## config.mk

```make
export PLATFORM = sky130hd
export DESIGN_NAME = temp_conv_rom_arbiter
export DESIGN_NICKNAME = d
export VERILOG_FILES = /design/src/rtl/temp_conv_pkg.sv /design/src/rtl/temp_conv_rom_arbiter_rr.sv /design/src/rtl/temp_conv_rom_arbiter.sv
export SDC_FILE = /design/constraint.sdc
export NUM_CORES = 1
export LEC_CHECK = 0
export ABC_CLOCK_PERIOD_IN_PS = 3930
export CAP_MARGIN = 40
export CORE_MARGIN = 10
export CORE_UTILIZATION = 44
export CTS_BUF_LIST = sky130_fd_sc_hd__clkbuf_8
export CTS_CLUSTER_DIAMETER = 120
export DETAILED_ROUTE_END_ITERATION = 7
export PLACE_DENSITY = 0.94
export SYNTH_ARGS = -nofsm -noshare
export SYNTH_HDL_FRONTEND = slang
export SYNTH_SLANG_ARGS = --single-unit
export TNS_END_PERCENT = 20
```

## constraint.sdc

```tcl
create_clock -name clk -period 3.93 [get_ports clk]
set_input_delay 0.786 -clock clk [delete_from_list [all_inputs] [get_ports clk]]
set_output_delay 0.786 -clock clk [all_outputs]
set_load 0.01 [all_outputs]
```

## src/rtl/temp_conv_pkg.sv

```systemverilog
// Shared types and constants for the two-requester temperature conversion ROM arbiter.
package temp_conv_pkg;

  localparam int TEMP_W_DEFAULT = 8;
  localparam int NUM_REQ        = 2;

  typedef enum logic [1:0] {IDLE, WAIT, CAP, RESP} arb_state_t;
  typedef logic req_id_t;

  localparam logic FMT_F = 1'b1;
  localparam logic FMT_C = 1'b0;

  function automatic logic [NUM_REQ-1:0] id_to_onehot(req_id_t id);
    logic [NUM_REQ-1:0] oh;
    oh     = '0;
    oh[id] = 1'b1;
    return oh;
  endfunction

endpackage

```

## src/rtl/temp_conv_rom_arbiter_rr.sv

```systemverilog
// Two-way round-robin grant: a lone requester always wins, a tie goes to the one not served last.
module rr_arbiter2
  import temp_conv_pkg::*;
(
  input  logic [NUM_REQ-1:0] i_req_valid,
  input  req_id_t            i_last_grant,
  output logic [NUM_REQ-1:0] o_grant,
  output logic               o_grant_valid,
  output req_id_t            o_grant_id
);

  always_comb begin
    o_grant = '0;
    unique case (i_req_valid)
      2'b01:   o_grant = 2'b01;
      2'b10:   o_grant = 2'b10;
      2'b11:   o_grant = i_last_grant ? 2'b01 : 2'b10;
      default: o_grant = 2'b00;
    endcase
  end

  assign o_grant_valid = |i_req_valid;
  assign o_grant_id    = o_grant[1];

endmodule

```

## src/rtl/temp_conv_rom_arbiter.sv

```systemverilog
// Shares one CtoF/FtoC synchronous ROM pair between two requesters: grant, wait out
// the ROM latency, capture the selected ROM output and hold it until the owner accepts.
module temp_conv_rom_arbiter
  import temp_conv_pkg::*;
#(
  parameter int TEMP_W  = TEMP_W_DEFAULT,
  parameter int ROM_LAT = 1
) (
  input  logic                           clk,
  input  logic                           reset_n,
  input  logic [NUM_REQ-1:0]             req_valid,
  input  logic [NUM_REQ-1:0][TEMP_W-1:0] req_temp,
  input  logic [NUM_REQ-1:0]             req_fmt,
  output logic [NUM_REQ-1:0]             req_ready,
  output logic [NUM_REQ-1:0]             rsp_valid,
  output logic [TEMP_W-1:0]              rsp_data,
  input  logic [NUM_REQ-1:0]             rsp_ready,
  output logic [TEMP_W-1:0]              rom_addr,
  input  logic [TEMP_W-1:0]              rom_f_data,
  input  logic [TEMP_W-1:0]              rom_c_data,
  output logic                           busy
);

  localparam int CNT_W = (ROM_LAT > 1) ? $clog2(ROM_LAT) : 1;

  arb_state_t          r_state;
  logic [NUM_REQ-1:0]  r_rsp_valid;
  logic [TEMP_W-1:0]   r_rsp_data;
  logic [TEMP_W-1:0]   r_rom_addr;
  logic                r_busy;
  logic [CNT_W-1:0]    r_wait_cnt;
  req_id_t             r_last_grant;
  logic                r_fmt_q;
  req_id_t             r_id_q;

  logic [NUM_REQ-1:0]  w_grant;
  logic                w_grant_valid;
  req_id_t             w_grant_id;

  rr_arbiter2 u_rr (
    .i_req_valid   (req_valid),
    .i_last_grant  (r_last_grant),
    .o_grant       (w_grant),
    .o_grant_valid (w_grant_valid),
    .o_grant_id    (w_grant_id)
  );

  // Ready is only offered from IDLE and is forced low while reset is held.
  assign req_ready = (reset_n && (r_state == IDLE)) ? w_grant : '0;

  always_ff @(posedge clk or negedge reset_n) begin
    if (!reset_n) begin
      r_state      <= IDLE;
      r_rsp_valid  <= '0;
      r_rsp_data   <= '0;
      r_rom_addr   <= '0;
      r_busy       <= 1'b0;
      r_wait_cnt   <= '0;
      r_last_grant <= 1'b1;
      r_fmt_q      <= FMT_C;
      r_id_q       <= 1'b0;
    end else begin
      unique case (r_state)
        IDLE: begin
          if (w_grant_valid) begin
            r_rom_addr   <= req_temp[w_grant_id];
            r_fmt_q      <= req_fmt[w_grant_id];
            r_id_q       <= w_grant_id;
            r_last_grant <= w_grant_id;
            r_wait_cnt   <= CNT_W'(ROM_LAT - 1);
            r_busy       <= 1'b1;
            r_state      <= WAIT;
          end
        end
        WAIT: begin
          if (r_wait_cnt == '0) begin
            r_state <= CAP;
          end else begin
            r_wait_cnt <= r_wait_cnt - 1'b1;
          end
        end
        CAP: begin
          r_rsp_data  <= (r_fmt_q == FMT_F) ? rom_f_data : rom_c_data;
          r_rsp_valid <= id_to_onehot(r_id_q);
          r_state     <= RESP;
        end
        RESP: begin
          // Only the owner's rsp_ready can complete the transaction.
          if (rsp_ready[r_id_q]) begin
            r_rsp_valid <= '0;
            r_busy      <= 1'b0;
            r_state     <= IDLE;
          end
        end
        default: r_state <= IDLE;
      endcase
    end
  end

  assign rsp_valid = r_rsp_valid;
  assign rsp_data  = r_rsp_data;
  assign rom_addr  = r_rom_addr;
  assign busy      = r_busy;

endmodule
```

Word-level counts from Yosys, hierarchy flattened
Cells that the tools add are included.
W data, S select, Z words.
{"block": "classes", "n_reduce_logical": 12, "n_mux": 23, "n_addsub": 1, "n_eq_ne": 9, "magnitude_cmp": 3}
{"operator": "$mux W8", "count": 3}
{"operator": "$mux W2", "count": 5}
{"operator": "$mux W1", "count": 9}
{"operator": "$eq A2 B2 Y1 const B", "count": 4}
{"operator": "$pmux W2 S4", "count": 1}
{"operator": "$pmux W2 S3", "count": 1}
{"operator": "$reduce_and A2 Y1", "count": 3}
{"operator": "$reduce_and A3 Y1", "count": 2}
{"operator": "$reduce_bool A2 Y1", "count": 3}
{"operator": "$eq A2 B1 Y1 const B", "count": 2}
{"operator": "$lt A1 B2 Y1 const B", "count": 2}
{"operator": "$ne A2 B2 Y1 const B", "count": 2}
{"operator": "$pmux W1 S2", "count": 2}
{"operator": "$pmux W2 S2", "count": 1}
{"operator": "$logic_and A1 B1 Y1", "count": 2}
{"operator": "$logic_not A2 Y1", "count": 1}
{"operator": "$ne A2 B1 Y1 const B", "count": 1}
{"operator": "$reduce_or A2 Y1", "count": 1}
{"operator": "$demux W1 S1", "count": 1}
{"operator": "$ge A1 B1 Y1 const B", "count": 1}
{"operator": "$sub A1 B1 Y1 const B", "count": 1}
{"block": "totals", "ff_bits": 25, "output_inout_bits": 21, "elab_cells": 57, "input_bits": 40}

Logic depth before layout (Yosys ltp)
Gate-level depths: netlist of run 1.
{"block": "logic_depth", "ltp_word": 5, "mapped_depth": 6, "mapped_depth_nobuf": 5}

Hierarchy
From an unflattened synthesis of run 1, not the netlist that was laid out.
{"block": "hier_totals", "hier_cells": 112, "hier_area_um2": 1178.6}
{"mod": "temp_conv_rom_arbiter", "cells_per_inst": 107, "instances": 1, "seq_area_each_um2": 601.8, "area_each_um2": 1146.1}
{"mod": "rr_arbiter2", "cells_per_inst": 5, "instances": 1, "seq_area_each_um2": 0.0, "area_each_um2": 32.5}

Least setup slack after synthesis of run 1
No wires, ideal clock.
{"block": "synth_path", "path_type": "input to output", "start": "input req_valid[0]", "end": "output req_ready[1]", "cell_stages": 3, "setup_slack_ns": 1.736, "n_path_buf": 1, "arrival_ns": 1.408, "t_required_ns": 3.144, "cell_sequence": "and2_1 buf_2 nor3b_1"}
{"block": "synth_via", "elab_chain_cells": 3, "word_cells_on_any_way": 5, "classes_between": "3 x eq/ne; 2 x mux"}
{"item": "from (decl)", "line_no": "temp_conv_rom_arbiter.sv:11", "rtl": "input logic [NUM_REQ-1:0] req_valid,"}
{"item": "$eq A2 B2 Y1 / $eq A2 B1 Y1 (equally long branches)", "line_no": "temp_conv_rom_arbiter_rr.sv:14", "rtl": "unique case (i_req_valid)"}
{"item": "$pmux W2 S3 *", "line_no": "temp_conv_rom_arbiter_rr.sv:14"}
{"item": "$mux W2 *", "line_no": "temp_conv_rom_arbiter.sv:49", "rtl": "assign req_ready = (reset_n && (r_state == IDLE)) ? w_grant : '0;"}
{"item": "to (decl)", "line_no": "temp_conv_rom_arbiter.sv:14", "rtl": "output logic [NUM_REQ-1:0] req_ready,"}
Mark *: on every way between the ends. The rest lies on a longest branch, timed or not.

Final worst setup path of run 1
{"block": "layout_path", "start": "input req_valid[1]", "end": "output req_ready[0]"}
The elaborated chain is that of the path after synthesis.

==> reports/qor.txt, run 1 <==
status = complete, no violations
DR DRC count = 0
# clock sinks = 24
power consumption = 1.37 mW
max-slew violations = 0
critical path fanouts, max = 10
WP data required = 3.14 ns
post-synthesis sequential area ratio = 0.512
final setup fails = 0
design area = 0.00185 mm^2
Vias = 1121
max-cap viol count = 0
Synth Area per Inst = 10.4 um^2
Synthesis Warnings = 0
ANT nets after route = 0
min Tclk post-route = 3.47 ns
detail-routed net length per standard cell = 19.0 um
Crit Path Class = input pin to output port
Place WS = 0.465 ns
Max VDD drop = 0.000503 V
syn nets = 156
drt total wl = 3.80 mm
Rows = 18
Avg Vias per Cell = 5.61
worst setup margin = 0.456 ns
Die Y = 71.7 um
number of CTS-inserted buffers = 3
IO Pins = 61
Worst Skew = 0.0108 ns
largest net degree at the start of global routing = 20
Worst Max-Slew Pin Slew = 0.686 ns
# Post-CTS Setup Buffers = 0
area post-placement = 0.00177 mm^2
vias in the first global route = 1230
Initial Util = 0.466
RSZ-0062 raised after global routing = no
Fin Setup TNS = 0 ns
fin nets = 214
Post-Syn Instances = 113
hold buffer count at CTS = 0
combinational share of power = 0.495
DP HPWL = 3.05 mm
Power per Cell Area = 742 mW/mm^2
relative slew slack = 0.541
Crit. End Element = output port
DIE WIDTH = 71.7 um
antenna violations before repair = 0
Arr. time, crit path = 2.69 ns
DR pass1 iterations = 4
Port-buffer cells = 60
Core ar. = 0.00252 mm^2
Leakage = 0.767 nW
CTS tree = built
Int Power = 0.872 mW
synth unique cells = 23
first-pass GRT wire length = 6.07 mm
gpl congestion = 0.913
Peak Freq = 0.288 GHz
DIE AREA = 0.00514 mm^2
GRT Total Usage = 0.145
asr flop ratio synth = 1.00
Clk pwr share = 0.158
Flop pwr share = 0.347
Clock Path Buffers = 2
# diodes = 0
Post-Syn Area = 0.00117 mm^2
CTS-repair resized insts = 0
Top FF cell, synth = dfrtp_1
final hold vios = 0
Psw = 0.498 mW
worst skew pair latency = 0.27 ns
H-Tree Level Count = 1
GR Overflow Total = 0
Post-synth EDFFs = 0
P&R area growth vs syn = 57.1%
layout cells sized above 1 = 0.0529
clock root buffer = clkbuf_8
Starting DRT DRC Count = 19
critical path launch point type = input pin
Worst-path clk slew = 0.08 ns
#FFs+latches synth = 24
period utilisation layout = 0.884
Hold Crit Class = flip-flop to flip-flop
switching share of power = 0.364
## final cells by class
class | count | area (um^2)
Multi-Input combinational cell | 77 | 512
Timing Repair Buffer | 61 | 608
Inverter | 4 | 15.0
Tap cell | 30 | 37.5
Sequential cell | 24 | 602
Clock buffer | 3 | 41.3
Fill cell | 193 | 677
Clock inverter | 1 | 30.0
## power groups by stage
stage	logic, mW	clock network [mW]	registers, mW
CTS	0.688	0.221	0.474
global route	0.746	0.229	0.490
floorplan	0.352	0	0.488
global placement	0.649	0	0.469
detailed placement	0.683	0	0.477
finish	0.679	0.216	0.475
## per-stage QoR
step | util | hold WS (ns) | cells
after CTS | 0.732 | 0.523 | 200
after global routing | 0.732 | 0.544 | 200
after global placement | 0.703 | 0.492 | 196
after floorplan | - | 0.470 | 113
after detailed placement | 0.703 | 0.500 | 196
final | 0.732 | 0.520 | 200
## final timing paths
check                          endpoint  cells after the start         start  slack, ns
max reg2reg                 rom_addr[4]                      5    r_state[0]       2.26
max in group asynchronous  r_last_grant                      2       reset_n       2.48
min reg2reg                rsp_valid[1]                      1  rsp_valid[1]       0.52
max                        req_ready[0]                      5  req_valid[1]       0.46
min in group asynchronous   rom_addr[2]                      1       reset_n       0.82
min                        rsp_valid[1]                      1  rsp_valid[1]       0.52
## worst max-delay path: stages
cell             delay [ns]
clkdlybuf4s50_1        0.53
nor2b_1                0.59
nor2_1                 0.11
and2_1                 0.19
clkdlybuf4s50_1        0.48
## cells in the mapped netlist, drive strengths merged, types with 2 or more instances
library cell,number,area (um^2)
dfrtp,23,576
nor3,9,45.0
nor2,20,75.1
and2,3,21.3
o32ai,9,78.8
ha,3,37.5
o2bb2ai,2,17.5
mux2i,11,110
nand2,3,11.3
buf,8,46.3
inv,4,15.0
a21oi,9,45.0
## cell families (layout without fill, tap and decap cells)
logic type,Yosys count,after routing,synth area share
simple gates,37,37,0.142
compound gates,25,25,0.155
flops,24,24,0.512
mux,12,12,0.106
buf+inv,12,69,0.0522
fa+ha+maj,3,3,0.0320
## state kept, by name, indices dropped and copies added (netlist names)
signal and cells:
rsp_valid 2, busy 1, r_id_q 1, rom_addr 8, r_fmt_q 1, rsp_data 8, r_state 2, r_last_grant 1
## layout by cell type, fill, tap and decap left out
master           netlist  layout
clkdlybuf4s50_1        0      60
dfrtp_1               23      23
nor2_1                20      20
mux2i_1               11      11
nor3_1                 9       9
o32ai_1                9       9
a21oi_1                9       9
inv_1                  4       4
nand2_1                3       3
ha_1                   3       3
clkbuf_8               0       3
and2_1                 2       2
o2bb2ai_1              2       2
nor2b_1                1       1
nor3b_1                1       1
o21a_1                 1       1
and2_4                 1       1
a22oi_2                1       1
o32a_1                 1       1
mux2_4                 1       1
o22ai_1                1       1
o21ai_0                1       1
bufinv_16              0       1
buf_4                  0       1
dfstp_2                1       1
## per-layer routing
| metal | up-vias | routed length, um | global-route usage |
|---|---|---|---|
| li1 | 521 | - | - |
| met1 | 552 | 1380 | 0.138 |
| met2 | 42 | 2100 | 0.287 |
| met3 | 6 | 250 | 0.0496 |
| met4 | 0 | 66 | 0.0280 |
| met5 | - | 0 | 0 |
Note: power is estimated with default switching activity, not from simulation.
==> run 2, diff against run 1 <==
CAP_MARGIN = 10   (was 40)
==> results of run 2 <==
Same layout as run 1: the final DEF is identical, and so are final timing and power.
==> run 3, diff against run 2 <==
GPL_TIMING_DRIVEN = 1   (was default)
==> results of run 3 <==
Same layout as run 1: the final DEF is identical, and so are final timing and power.
